$ cat src/rtl/fc_egress_port.sv
// fc_egress_port: round-robin egress of a fully-connected NoC into one PE, with a delivery FIFO and misroute drop counter.
// Define FC_EGRESS_LATENCY_EN to add a free-running cycle counter and the o_latency output.
module fc_egress_port #(
  parameter int address = 0,
  parameter int AddressWidth = 3,
  parameter int numPE = 8,
  parameter int FifoDepth = 4
) (
  input  logic                  clk,
  input  logic                  rst,
  input  logic [numPE*38-1:0]   i_data,
  input  logic [numPE-1:0]      i_data_valid,
  output logic [numPE-1:0]      o_data_ready,
  output logic [37:0]           o_data,
  output logic                  o_data_valid,
  input  logic                  i_data_ready,
`ifdef FC_EGRESS_LATENCY_EN
  output logic [31:0]           o_latency,
`endif
  output logic [15:0]           o_drop_count
);
  localparam int RW = numPE > 1 ? $clog2(numPE) : 1;
  localparam int PW = $clog2(FifoDepth);
  localparam logic [AddressWidth-1:0] ADDR = AddressWidth'(address);
  logic [RW-1:0] rr, win;
  logic [PW-1:0] rd_ptr, wr_ptr;
  logic [PW:0] count;
  logic [37:0] mem [FifoDepth];
  logic [37:0] flit;
  logic found, space_ok, pop, accept, push;
  always_comb begin
    found = 1'b0;
    win = '0;
    for (int i = 0; i < numPE; i++)
      if (!found && i_data_valid[(int'(rr) + i) % numPE]) begin
        found = 1'b1;
        win = RW'((int'(rr) + i) % numPE);
      end
  end
  assign o_data_valid = count != '0;
  assign pop = o_data_valid & i_data_ready;
  assign space_ok = (count < (PW+1)'(FifoDepth)) | pop;
  // rst gating keeps ready low for the whole reset window, not just after the next edge
  assign accept = found & space_ok & ~rst;
  assign o_data_ready = accept ? numPE'(1) << win : '0;
  assign flit = i_data[int'(win)*38 +: 38];
  assign push = accept & (flit[33 +: AddressWidth] == ADDR);
  assign o_data = o_data_valid ? mem[rd_ptr] : '0;
  always_ff @(posedge clk or posedge rst)
    if (rst) begin
      rr <= '0;
      rd_ptr <= '0;
      wr_ptr <= '0;
      count <= '0;
      o_drop_count <= '0;
    end else begin
      if (accept) rr <= (win == RW'(numPE-1)) ? '0 : win + 1'b1;
      if (push) wr_ptr <= wr_ptr + 1'b1;
      if (pop) rd_ptr <= rd_ptr + 1'b1;
      count <= count + (PW+1)'(push) - (PW+1)'(pop);
      if (accept && !push && o_drop_count != 16'hFFFF) o_drop_count <= o_drop_count + 1'b1;
    end
  always_ff @(posedge clk)
    if (push) mem[wr_ptr] <= flit;
`ifdef FC_EGRESS_LATENCY_EN
  logic [31:0] cycle_counter;
  always_ff @(posedge clk or posedge rst)
    if (rst) cycle_counter <= '0;
    else cycle_counter <= cycle_counter + 1'b1;
  assign o_latency = o_data_valid ? cycle_counter - o_data[31:0] : '0;
`endif
endmodule

$ cat config.mk
export PLATFORM = sky130hd
export DESIGN_NAME = fc_egress_port
export DESIGN_NICKNAME = d
export VERILOG_FILES = /design/src/rtl/fc_egress_port.sv
export SDC_FILE = /design/constraint.sdc
export NUM_CORES = 1
export LEC_CHECK = 0
export CAP_MARGIN = 40
export CORE_MARGIN = 2
export CORE_UTILIZATION = 30
export DETAILED_ROUTE_END_ITERATION = 7
export PLACE_DENSITY = 0.64
export SLEW_MARGIN = 20
export SYNTH_ARGS = -nofsm -noshare
export SYNTH_HDL_FRONTEND = slang
export SYNTH_SLANG_ARGS = --single-unit
$ cat constraint.sdc
create_clock -name clk -period 11.25 [get_ports clk]
set_clock_uncertainty 0.05 [all_clocks]
set_input_delay 1.125 -clock clk [delete_from_list [all_inputs] [get_ports clk]]
set_output_delay 1.125 -clock clk [all_outputs]
set_load 0.005 [all_outputs]
==> results by group <==
Min path
  • Hold path startpoint: o_drop_count[13]$_DFFE_PP0P_
  • Hold Path End: o_drop_count[13]$_DFFE_PP0P_
  • Hold Crit Class: reg2reg
  • Hold path cells: 1

Floorplan
  • # IOs: 378
  • Cell Rows: 70
  • Initial Utilization: 30.3%
  • Die Y-Extent: 196 um
  • Die area: 0.0383 sq mm
  • Core footprint: 0.0364 sq mm
  • Die width: 196 um

Setup path
  • Startpoint types: register
  • CP Data Required Time: 10.08 ns
  • Arrival @ worst endpoint: 6.17 ns
  • CP dominant cell by count: ha_1
  • Slowest cell on the critical path: ha_1
  • Crit Path Class: reg2out
  • Crit Reg-Reg Endpoint: count[2]$_DFF_PP0_
  • Worst-path fanout max: 60
  • CP cell instances: inv_1 -> ha_1 -> mux4_2 -> mux2_4 -> or4_4 -> a21oi_2 -> nand3_1 -> o211ai_4 -> buf_16 -> buf_4 -> ha_1 -> ha_1 -> and2_1 -> clkdlybuf4s50_1
  • RR Startpoint: rr[1]$_DFFE_PP0P_
  • FF-to-FF path depth: 19
  • CP peak stage delay: 0.80 ns
  • Endpoint class of the critical path: output port
  • Reg-to-reg setup timing slack: 4.86 ns

CTS
  • CTS tree: yes
  • CTS sink cnt: 178
  • Clock root cell: clkbuf_16
  • Worst-path clk slew: 0.07 ns
  • Skew-Pair Late Insertion Delay: 0.42 ns
  • Max Root-Sink Buffers: 2
  • Post-CTS Setup Inserts: 0
  • CTS buffer count: 17
  • Post-cts resize count: 0
  • CTS H-Tree Depth: 4
  • Post-CTS Hold Buffers: 0

Yosys
  • Syn Area/Cell: 11.7 sq um
  • Net Count, Synth: 1274
  • Syn Inst Count: 943
  • Share of flip-flops with an asynchronous set or reset: 14.6%
  • Yosys cell types: 62
  • Cell area after synthesis: 0.0110 sq mm
  • Number of synthesized flops with an enable pin: 152
  • Ys Warns: 0
  • Seq cells post-synth: 178
  • Seq/Total Area, Yosys: 47.2%
  • Predominant post-synthesis flop cell: edfxtp_1

Job
  • MaxCap Viol Count: 0

Final layout
  • Layout fillers: 3405
  • Area growth syn-to-layout: 45.5%
  • Layout cells sized above 1: 9.87%
  • NumNets Final: 1626

Routing
  • Drt initial violations: 462
  • Drt via density: 4.92
  • Vias: 8733
  • DR pass1 iterations: 5
  • Drt wl/cell: 20.2 um
  • Post-route DRC: 0
  • Routed wire length: 35800 um
  • Routed Antenna Nets: 0

Global route
  • Vias in the first global route: 8714
  • Pin count of the biggest net entering global routing: 71
  • Antenna violations before repair: 1
  • Total GRT Usage: 18.4%
  • First-pass GRT wire length: 53100 um
  • GR Overflow Total: 0

STA
  • TNS Setup: 0 ns
  • Relative slew slack: 42.7%
  • Min Clock Period, post-route: 7.35 ns
  • Fmax: 136 MHz
  • Setup violations, final: 0
  • Final Hold Fails: 0
  • Slew of the pin with the lowest slew margin: 0.860 ns
  • Final worst-path cycle share: 65.3%
  • Setup ws final: 3.90 ns
  • Fin. max-slew vios: 0
  • RSZ-0062 raised after global routing: no

Placed design
  • Final HPWL DP: 27600 um
  • GP Congestion: 0.807
  • Buffers on Ports: 377
  • Pre-CTS WS: 4.12 ns

Run status
  • Status: completed
==> cells in the mapped netlist (all sizes together), types with 2 or more instances <==
cell	instances	area share [%]
nand4	8	0.45
nand2	206	7.1
a32oi	2	0.16
nor3	2	0.091
mux2	6	0.68
or3	2	0.11
xor2	4	0.32
ha	15	1.7
mux2i	178	16
dfrtp	26	5.9
o221a	2	0.20
a31oi	2	0.25
mux4	49	10
xnor2	20	1.7
nor2b	2	0.11
nand3	79	3.6
a221oi	2	0.16
nor2	12	0.41
a32o	2	0.18
edfxtp	152	41
a22o	2	0.16
a21oi	5	0.36
clkbuf	29	0.99
and3	11	0.67
inv	17	0.60
o21ai	10	0.45
buf	37	1.8
and2	42	2.4
a311oi	2	0.32
==> critical path: cells and delay by family (launching register included) <==
kind	cells	cell delay [ns]
mux	2	0.92
fa+ha+maj	3	1.24
buf+inv	4	1.56
compound gates	2	0.38
simple gates	3	0.76
flops	1	0.77
==> cells by family (layout without fill, tap and decap cells) <==
kind of cell	count (synthesis)	count (layout)	synth area share, %
simple gates	367	367	15.2
mux	233	233	27.0
flops	178	178	47.2
buf+inv	83	447	3.37
compound gates	42	42	3.33
xor+xnor	24	24	1.97
fa+ha+maj	16	16	1.88
other cells	0	1	0
==> layer usage <==
layer	vias up	track usage, %	wire [um]
met5	-	0	0
met4	0	5.36	748
met3	33	3.04	1650
met2	283	31.2	17700
met1	4234	24.3	15700
li1	4183	-	-
==> flip-flops by register name, indices dropped and copies added, names as in the netlist <==
register,count
count,3
mem,152
o_drop_count,16
rd_ptr,2
rr,3
wr_ptr,2
==> cell usage in the layout (no fill, tap or decap), drive strengths merged, types with 2 or more instances in the layout <==
cell,n
clkbuf,18
a221oi,2
a21oi,5
clkinvlp,4
mux2i,178
clkinv,4
xnor2,20
a31oi,2
nor2b,2
inv,19
mux2,6
nor2,12
a22o,2
and3,11
xor2,4
edfxtp,152
a311oi,2
and2,42
nand4,8
or3,2
mux4,49
clkdlybuf4s50,377
nor3,2
a32oi,2
a32o,2
o221a,2
o21ai,10
buf,22
nand3,79
ha,15
dfrtp,26
nand2,206
bufinv,3
==> cell type report <==
type	count	area, sq um	area share, %
Multi-Input combinational cell	682	5470	34.1
Clock buffer	18	429	2.67
Antenna cell	1	2.50	0.0156
Inverter	17	66.3	0.413
Tap cell	468	586	3.65
Clock inverter	13	160	0.997
Sequential cell	178	5220	32.5
Timing Repair Buffer	399	4130	25.7
==> metrics by stage <==
stage / util [%] / instance area, sq um / hold WS [ns] / std cells
CTS: 43.9 / 16000 / 0.446 / 1772
global placement: 41.7 / 15200 / 0.435 / 1732
finish: 44.1 / 16100 / 0.444 / 1776
global route: 44.1 / 16100 / 0.480 / 1776
floorplan: - / 11000 / 0.422 / 943
detailed placement: 42.3 / 15400 / 0.430 / 1741
==> worst max-delay path by stage <==
stage / from / slack, ns / to / cells after the start
4_1_cts: rr[0]$_DFFE_PP0P_ / 3.65 / o_data_ready[3] / 13
3_5_place_dp: rr[0]$_DFFE_PP0P_ / 4.12 / o_data_ready[3] / 13
2_1_floorplan: rr[1]$_DFFE_PP0P_ / 6.02 / o_data_ready[3] / 16
5_1_grt: rr[1]$_DFFE_PP0P_ / 3.65 / o_data_ready[3] / 14
3_3_place_gp: rr[0]$_DFFE_PP0P_ / 4.15 / o_data_ready[3] / 13
6_report: rr[1]$_DFFE_PP0P_ / 3.90 / o_data_ready[7] / 14
Power is not shown: default switching activity piles up to over one toggle a cycle in this logic, so the estimate is an artifact.
